### src/rtl/bk_add_pkg.sv
// rtl/bk_add_pkg.sv - shared widths, types and bus helper for the Brent-Kung adder stream wrapper
//
// Purpose: operand/sum widths, typedefs and the operand interleaving function
// used to drive the 12-bit combinational Brent-Kung adder.
// Ports: none (package).
package bk_add_pkg;

  localparam int ADD_W = 12;
  localparam int SUM_W = 13;

  typedef logic [ADD_W-1:0] opnd_t;
  typedef logic [SUM_W-1:0] sum_t;

  // Adder bus layout: bit 2i = a[i], bit 2i+1 = b[i].
  function automatic logic [2*ADD_W-1:0] interleave(input opnd_t a, input opnd_t b);
    logic [2*ADD_W-1:0] bus;
    bus = '0;
    for (int i = 0; i < ADD_W; i++) begin
      bus[2*i]   = a[i];
      bus[2*i+1] = b[i];
    end
    return bus;
  endfunction

endpackage

### src/rtl/bk_out_fifo.sv
// rtl/bk_out_fifo.sv - synchronous result FIFO with a registered head
//
// Purpose: DEPTH-entry FIFO. The head (rd_valid/rd_data) is a register that
// holds its last value when the FIFO drains, so downstream sees no
// combinational path from the storage array.
// Ports:
//   clk, rst_n       clock, asynchronous active-low reset
//   push, push_data  write strobe and data (ignored when full without a pop)
//   pop              consume head (only effective while rd_valid)
//   rd_valid         head valid
//   rd_data          head data, reset to 0
//   count            number of stored entries
module bk_out_fifo #(
  parameter int DEPTH = 2,
  parameter int WIDTH = 13
) (
  input  logic                     clk,
  input  logic                     rst_n,
  input  logic                     push,
  input  logic [WIDTH-1:0]         push_data,
  input  logic                     pop,
  output logic                     rd_valid,
  output logic [WIDTH-1:0]         rd_data,
  output logic [$clog2(DEPTH):0]   count
);

  localparam int PTR_W = $clog2(DEPTH);

  if (DEPTH < 2 || (DEPTH & (DEPTH - 1)) != 0) begin : g_bad_depth
    $error("bk_out_fifo: DEPTH must be a power of two >= 2");
  end

  logic [WIDTH-1:0] mem [DEPTH];
  logic [PTR_W-1:0] wr_ptr, rd_ptr, rd_ptr_nxt;
  logic [PTR_W:0]   count_nxt;
  logic [WIDTH-1:0] head_nxt;
  logic             full, do_push, do_pop;

  assign full      = (count == (PTR_W+1)'(DEPTH));
  assign do_pop    = pop & rd_valid;
  assign do_push   = push & (~full | do_pop);
  assign count_nxt = count + (PTR_W+1)'(do_push) - (PTR_W+1)'(do_pop);
  assign rd_ptr_nxt = do_pop ? rd_ptr + PTR_W'(1) : rd_ptr;

  // Next head: the incoming word becomes head when it lands in the slot
  // that the read pointer is about to point at.
  always_comb begin
    head_nxt = rd_data;
    if (count_nxt != '0) begin
      if (do_push && (rd_ptr_nxt == wr_ptr)) head_nxt = push_data;
      else                                   head_nxt = mem[rd_ptr_nxt];
    end
  end

  always_ff @(posedge clk) begin
    if (do_push) mem[wr_ptr] <= push_data;
  end

  always_ff @(posedge clk or negedge rst_n) begin
    if (!rst_n) begin
      wr_ptr   <= '0;
      rd_ptr   <= '0;
      count    <= '0;
      rd_valid <= 1'b0;
      rd_data  <= '0;
    end else begin
      if (do_push) wr_ptr <= wr_ptr + PTR_W'(1);
      rd_ptr   <= rd_ptr_nxt;
      count    <= count_nxt;
      rd_valid <= (count_nxt != '0);
      rd_data  <= head_nxt;
    end
  end

endmodule

### src/rtl/bk_add_stream_ctrl.sv
// rtl/bk_add_stream_ctrl.sv - stream front/back end for the 12-bit Brent-Kung adder
//
// Purpose: registers operand pairs from a valid/ready stream, drives the
// adder's interleaved operand bus, captures the sum into an output FIFO and
// maintains an accumulator (accumulate mode replaces operand B with acc_q).
// Optional feature macro: BK_ADD_SAT_EN (saturate on carry-out).
// Ports:
//   clk, rst_n                 clock, asynchronous active-low reset
//   in_valid/in_ready          operand stream handshake
//   in_a, in_b, in_acc         operands; in_acc=1 uses acc_q instead of in_b
//   clear                      synchronous clear of acc_q and out_ovf
//   adder_ops                  to adder, bit 2i = A[i], bit 2i+1 = B[i]
//   adder_sum                  from adder, bit 12 = carry-out
//   out_valid/out_ready        result stream handshake
//   out_sum                    FIFO head sum
//   out_ovf                    sticky carry-out of any captured result
module bk_add_stream_ctrl #(
  parameter int ADD_W     = 12,
  parameter int OUT_DEPTH = 2
) (
  input  logic               clk,
  input  logic               rst_n,
  input  logic               in_valid,
  output logic               in_ready,
  input  logic [ADD_W-1:0]   in_a,
  input  logic [ADD_W-1:0]   in_b,
  input  logic               in_acc,
  input  logic               clear,
  output logic [2*ADD_W-1:0] adder_ops,
  input  logic [ADD_W:0]     adder_sum,
  output logic               out_valid,
  input  logic               out_ready,
  output logic [ADD_W:0]     out_sum,
  output logic               out_ovf
);

  import bk_add_pkg::*;

  localparam int CNT_W = $clog2(OUT_DEPTH) + 1;

  if (ADD_W != bk_add_pkg::ADD_W) begin : g_bad_width
    $error("bk_add_stream_ctrl: ADD_W must equal the adder width (12)");
  end

  logic             op_v, op_acc;
  opnd_t            op_a, op_b, opb_eff, acc_q, acc_nxt;
  sum_t             push_data;
  logic [CNT_W-1:0] fifo_count;
  logic             fifo_space, in_fire, capture, pop;

  // Space is judged from the registered count only, so out_ready never
  // reaches in_ready combinationally.
  assign fifo_space = (fifo_count < CNT_W'(OUT_DEPTH));
  assign in_ready   = ~op_v | fifo_space;
  assign in_fire    = in_valid & in_ready;
  assign capture    = op_v & fifo_space;
  assign pop        = out_valid & out_ready;

  // acc_q is read live, so an accumulate op directly behind another sees
  // the result captured on the edge that loaded it.
  assign opb_eff   = op_acc ? acc_q : op_b;
  assign adder_ops = interleave(op_a, opb_eff);

  always_comb begin
`ifdef BK_ADD_SAT_EN
    if (adder_sum[ADD_W]) begin
      push_data = sum_t'({1'b0, {ADD_W{1'b1}}});
      acc_nxt   = '1;
    end else begin
      push_data = adder_sum;
      acc_nxt   = adder_sum[ADD_W-1:0];
    end
`else
    push_data = adder_sum;
    acc_nxt   = adder_sum[ADD_W-1:0];
`endif
  end

  always_ff @(posedge clk or negedge rst_n) begin
    if (!rst_n) begin
      op_v   <= 1'b0;
      op_a   <= '0;
      op_b   <= '0;
      op_acc <= 1'b0;
    end else if (in_fire) begin
      op_v   <= 1'b1;
      op_a   <= in_a;
      op_b   <= in_b;
      op_acc <= in_acc;
    end else if (capture) begin
      // Freeze the B value actually used so adder_ops stays put while the
      // op register sits empty, even though acc_q moves on this edge.
      op_v   <= 1'b0;
      op_b   <= opb_eff;
      op_acc <= 1'b0;
    end
  end

  always_ff @(posedge clk or negedge rst_n) begin
    if (!rst_n) begin
      acc_q   <= '0;
      out_ovf <= 1'b0;
    end else if (clear) begin
      acc_q   <= '0;
      out_ovf <= 1'b0;
    end else if (capture) begin
      acc_q   <= acc_nxt;
      out_ovf <= out_ovf | adder_sum[ADD_W];
    end
  end

  bk_out_fifo #(
    .DEPTH (OUT_DEPTH),
    .WIDTH (ADD_W + 1)
  ) u_out_fifo (
    .clk       (clk),
    .rst_n     (rst_n),
    .push      (capture),
    .push_data (push_data),
    .pop       (pop),
    .rd_valid  (out_valid),
    .rd_data   (out_sum),
    .count     (fifo_count)
  );

endmodule

### config.mk
export PLATFORM = sky130hd
export DESIGN_NAME = bk_add_stream_ctrl
export DESIGN_NICKNAME = d
export VERILOG_FILES = /design/src/rtl/bk_add_pkg.sv /design/src/rtl/bk_out_fifo.sv /design/src/rtl/bk_add_stream_ctrl.sv
export SDC_FILE = /design/constraint.sdc
export NUM_CORES = 1
export LEC_CHECK = 0
export CELL_PAD_IN_SITES_DETAIL_PLACEMENT = 1
export CELL_PAD_IN_SITES_GLOBAL_PLACEMENT = 1
export CORE_UTILIZATION = 32
export CTS_CLUSTER_DIAMETER = 60
export DETAILED_ROUTE_END_ITERATION = 8
export DONT_BUFFER_PORTS = 1
export PLACE_DENSITY_LB_ADDON = 0.1
export SKIP_CTS_REPAIR_TIMING = 1
export SYNTH_ARGS = -nofsm -noshare
export SYNTH_HDL_FRONTEND = slang
export SYNTH_SLANG_ARGS = --single-unit
### constraint.sdc
create_clock -name clk -period 5.44 [get_ports clk]
set_input_delay 0.816 -clock clk [delete_from_list [all_inputs] [get_ports clk]]
set_output_delay 0.816 -clock clk [all_outputs]
set_load 0.02 [all_outputs]
# ---- After elaboration in Yosys (flattened, before gate mapping)
# Memory sizes are Yosys's and may differ from the RTL's. A register that Yosys moved wholly into a read port is not among the register bits.
# Cells that the tools add are included.
dict set report totals {
  register_bits 44
  mem_bits_rw 26
  wordCells 44
  memories 1
}
dict set report classes {
  add_sub_neg 4
  order_cmp 1
  eq_ne 1
  muxes 13
  n_bitwise 10
  reduce_logical 4
}
# memory words width rd rd_ports_with_merged_regs write_ports line_no
set mem_list {}
lappend mem_list {u_out_fifo.mem 2 13 1 1 1 bk_out_fifo.sv:33} ;# logic [WIDTH-1:0] mem [DEPTH];
# op n
set ops {}
lappend ops {{12-bit two-way mux} 5}
lappend ops {{1-bit two-way mux} 8}
lappend ops {{2-bit nonzero test} 3}
lappend ops {{1-bit bitwise AND} 5}
lappend ops {{1-bit bitwise OR} 3}
lappend ops {{1-bit adder, second input constant} 2}
lappend ops {{2-bit by 1-bit adder with 2-bit output} 1}
lappend ops {{2-bit equality test, second input constant} 1}
lappend ops {{2-bit less-than comparator, second input constant} 1}
lappend ops {{1-bit NOT} 2}
lappend ops {{2-bit by 1-bit subtractor with 2-bit output} 1}
lappend ops {{1-bit zero test} 1}

# ---- Longest topological paths before layout
dict set report logic_depth {
  word_depth 7
  mapped_depth 8
}

# ---- Cells and area by module
# A second synthesis with hierarchy kept.
dict set report hier_totals {
  cells_unflattened 292
  hier_area_um2 3631.0
}
# module n_inst cells_per_inst area_each_um2
set by_module_without_submodules {}
lappend by_module_without_submodules {bk_add_stream_ctrl 1 184 1898.1}
lappend by_module_without_submodules {bk_out_fifo 1 108 1732.9}

# ---- Worst setup path before layout
# No wires, ideal clock.
dict set report synth_path {
  path_kind {input -> register}
  start {input out_ready}
  end {register u_out_fifo.rd_data[5], read port of u_out_fifo.mem}
  setup_ps 95
  arrival_ps 2237
  required_time_ps 5345
  path_slack_ps 3108
  cell_stages 8
  path_buffers 1
  path_cell_list {nand2_1 inv_1 ha_1 or4b_1 o211ai_4 buf_6 nand2_1 o31ai_1}
}
dict set report synth_via {
  elab_chain_cells 7
  word_cells_on_any_way 8
}
# element line_no
set synth_lines {}
lappend synth_lines {{from (decl)} bk_add_stream_ctrl.sv:32} ;# input logic out_ready,
lappend synth_lines {{1-bit bitwise AND *} bk_add_stream_ctrl.sv:57} ;# assign pop = out_valid & out_ready;
lappend synth_lines {{1-bit bitwise AND *} bk_out_fifo.sv:40} ;# assign do_pop = pop & rd_valid;
lappend synth_lines {{1-bit bitwise OR} bk_out_fifo.sv:41} ;# assign do_push = push & (~full | do_pop);
lappend synth_lines {{1-bit bitwise AND} bk_out_fifo.sv:41}
lappend synth_lines {{2-bit by 1-bit adder with 2-bit output} bk_out_fifo.sv:42} ;# assign count_nxt = count + (PTR_W+1)'(do_push) - (PTR_W+1)'(do_pop);
lappend synth_lines {{2-bit by 1-bit subtractor with 2-bit output} bk_out_fifo.sv:42}
lappend synth_lines {{2-bit nonzero test} bk_out_fifo.sv:49} ;# if (count_nxt != '0) begin
lappend synth_lines {{to (decl)} bk_out_fifo.sv:23} ;# output logic [WIDTH-1:0] rd_data,
# Mark *: on every way between the ends. The rest lies on a longest branch, timed or not.
# A chain may end at the register's enable or synchronous reset.

# ---- Worst setup path in the final report
dict set report layout_path {
  start {register op_v}
  end {output in_ready}
}
dict set report layout_via {
  elab_chain_cells 2
}
# element line_no
set layout_lines {}
lappend layout_lines {{from (decl)} bk_add_stream_ctrl.sv:45} ;# logic op_v, op_acc;
lappend layout_lines {{from (signal assigned)} bk_add_stream_ctrl.sv:81} ;# op_v <= 1'b0;
lappend layout_lines {{from (signal assigned)} bk_add_stream_ctrl.sv:86} ;# op_v <= 1'b1;
lappend layout_lines {{from (signal assigned)} bk_add_stream_ctrl.sv:93} ;# op_v <= 1'b0;
lappend layout_lines {{1-bit NOT} bk_add_stream_ctrl.sv:54} ;# assign in_ready = ~op_v | fifo_space;
lappend layout_lines {{1-bit bitwise OR} bk_add_stream_ctrl.sv:54}
lappend layout_lines {{to (decl)} bk_add_stream_ctrl.sv:24} ;# output logic in_ready,
# Every way passes these cells.

==> metrics.csv <==
metric;value;unit
Synth Area in Adders;0.3317;%
# DRC;0;
Clk pwr share;22.2;%
LEAKAGE;1.610;nW
vias per inst;5.110;
XOR/XNOR Fraction of Synth Area;1.393;%
Power, Total;0.002812;W
worst endpoint required time;4.62;ns
IO buf count;0;
relative slew slack;37.00;%
Main synth FF type;dfrtp_1;
Crit-path slowest cell;dfrtp_1;
I/O Pins;83;
maximum VDD drop;537.9;uV
# setup viols final;0;
HPWL after detailed placement;5.745;mm
Post-Synth Simple-Gate Area;12.77;%
via count;2366;
Worst R2R End;u_out_fifo.rd_data[0];
Antenna diodes;0;
final setup TNS;0;ns
clk root buf;clkbuf_16;
dominant cell type by area after synthesis;dfrtp_1;
Crit Path Class;reg2out;
Net Sw Power;0.001110;W
total gr overflow;0;
Worst EP arrival;1.59;ns
CP cell instances;and2_4, inv_2;
synth warn;0;
height of the die;110.6;um
CP bufs+invs;1;
initial antenna violation count;0;
synth top area cells;dfrtp_1 (38%), edfxtp_1 (21%), mux2_2 (9.3%);
post-route cell area;0.004167;mm^2
CTS buffer count;9;
r2r setup slk;3.12;ns
max-slew violation count;0;
Worst-Margin Slew;0.9403;ns
sequential power share;42.3;%
area grow syn2layout;10.45;%
multiplexer area fraction after synthesis;11.64;%
Total Nets Final;359;
final hold vios;0;
initial core utilization;32.90;%
max-cap viol count;0;
CTS sink cnt;83;
main combinational cell family by area after synthesis;simple AND/OR/NAND/NOR gates;
global-route wire length before repair;15.08;mm
CP delay by family, top;flip-flops;
clk slew on worst S/H paths;0.06;ns
post-synth top area share;37.81;%
worst skew pair latency;0.34;ns
Critical Path Start;op_v;
hold crit path type;in2async;
placed instance count;447;
Pwr Density;674.9;mW/mm^2
unique cell type count in the Yosys netlist;31;
post-synthesis sequential area ratio;58.51;%
final WL;9.084;mm
Iteration-0 DRC Markers;97;
outcome;finished, final reports clean;
Pre-antenna DRT Iters;4;
Internal Power;0.001702;W
final std cells w/o fill;463;
CP Capture Type;output pin;
WL/cell;19.62;um
RR Startpoint;op_v;
CP Launch Type;flop;
Hold Slack;0.1643;ns
Synth Area in Compound Gates;11.24;%
Post-Synthesis Cells;320;
register bit total from synthesis;83;
layout cells sized above 1;21.25;%
async set-reset flop share out of synthesis;68.67;%
CTS Buffer Depth;2;
Multi-input gate area;0.001420;mm^2
die area;0.01223;mm^2
worst-case reg-to-reg path depth;4;
worst-path maximum fanout;19;
EDFF count, synth;26;
Crit path depth;2;
pin count of the biggest net entering global routing;58;
Total GRT Usage;16.33;%
Net Sw Frac;39.47;%
die width;110.6;um
Comb power frac;35.5;%
vias in the first global route;2523;
Min Clock Period, post-route;2.408;ns
Fillers;1253;
Routed Antenna Nets;0;
Critical Path Sink;in_ready;
CP peak stage delay;0.76;ns
Cell Area, Synth;0.003772;mm^2
syn avg cell area;11.79;um^2
register area;0.002207;mm^2
Peak Freq;0.4153;GHz
crit share post-route;44.27;%
Core Region;0.01147;mm^2
Placed Area;0.003862;mm^2
RePlAce Congestion;0.7010;
H-tree lvl count;3;
syn nets;364;
RSZ-0062 raised after global routing;false;
CTS tree;done;
row count;39;
Worst Skew;0.006752;ns
-- worst reg2reg max path: cells and delay by family, from the launching register on --
kind | cells | cell delay, ns
compound gates | 2 | 0.89
flops | 1 | 0.76
simple gates | 1 | 0.28
buf+inv | 1 | 0.24
-- power by group through the flow --
stage | Sequential [W] | Combinational (W) | Clock, W
finish | 0.00119 | 0.000998 | 0.000624
global route | 0.00123 | 0.00111 | 0.000676
CTS | 0.00120 | 0.00102 | 0.000652
detailed placement | 0.00121 | 0.00101 | 0
global placement | 0.00120 | 0.000999 | 0
floorplan | 0.00113 | 0.000878 | 0
-- placed cells by master (no fill, tap or decap), types with 12 or more instances in the layout --
master    netlist  layout
nor2_1         27      27
mux2_2         31      31
a21oi_1        26      26
o21ai_0        13      13
edfxtp_1       26      26
nor3_1         13      13
a22oi_1        12      12
dfrtp_1        57      57
nand2_1        40      40
-- synthesized netlist by cell type (4+ instances only) --
cell type / instances
a21oi_1: 26
a22oi_1: 12
buf_2: 7
buf_6: 6
clkbuf_1: 7
dfrtp_1: 57
edfxtp_1: 26
inv_1: 4
mux2_2: 31
mux2_4: 6
nand2_1: 40
nor2_1: 27
nor2b_1: 10
nor3_1: 13
o21ai_0: 13
o31ai_1: 9
o31ai_2: 4
xnor2_1: 5
-- cell families (layout without fill, tap and decap cells) --
family          Yosys count  count (layout)
xor+xnor                  6               6
fa+ha+maj                 1               1
simple gates            102             102
flops                    83              83
compound gates           65              65
mux                      37              37
buf+inv                  26              26
-- layer usage --
metal  global-route usage [%]  share of wire [%]
met2                    22.86                 45
met5                        0                  0
met1                    22.55                 48
met3                    7.190                6.5
met4                    5.067                1.3
-- final cells by class --
class	count	area share, %
clock buffers	11	6.066
clock inverters	5	1.231
inverters	5	0.4505
multi-input cells	211	34.08
flip-flops and latches	83	52.97
well taps	143	4.294
repair buffers	5	0.9009
-- worst min-delay path by stage --
stage | endpoint
after floorplan | acc_q[0]
after global placement | op_b[11]
after detailed placement | u_out_fifo.rd_data[12]
after CTS | u_out_fifo.rd_ptr
after global routing | u_out_fifo.rd_ptr
final | u_out_fifo.rd_ptr
-- registers in the layout, indices dropped and copies added, names as in the netlist --
name and count:
u_out_fifo.rd_valid 1, u_out_fifo.mem 26, out_ovf 1, op_v 1, op_a 12, u_out_fifo.rd_data 13, op_b 12, u_out_fifo.count 2
u_out_fifo.wr_ptr 1, u_out_fifo.rd_ptr 1, acc_q 12, op_acc 1
-- through the flow --
step	worst slack (ns)	utilization, %
floorplan	3.108	-
global placement	2.884	33.68
detailed placement	2.803	33.68
CTS	2.974	36.33
global route	2.890	36.33
finish	3.032	36.33
No activity file was read; power rests on OpenSTA's default activity.
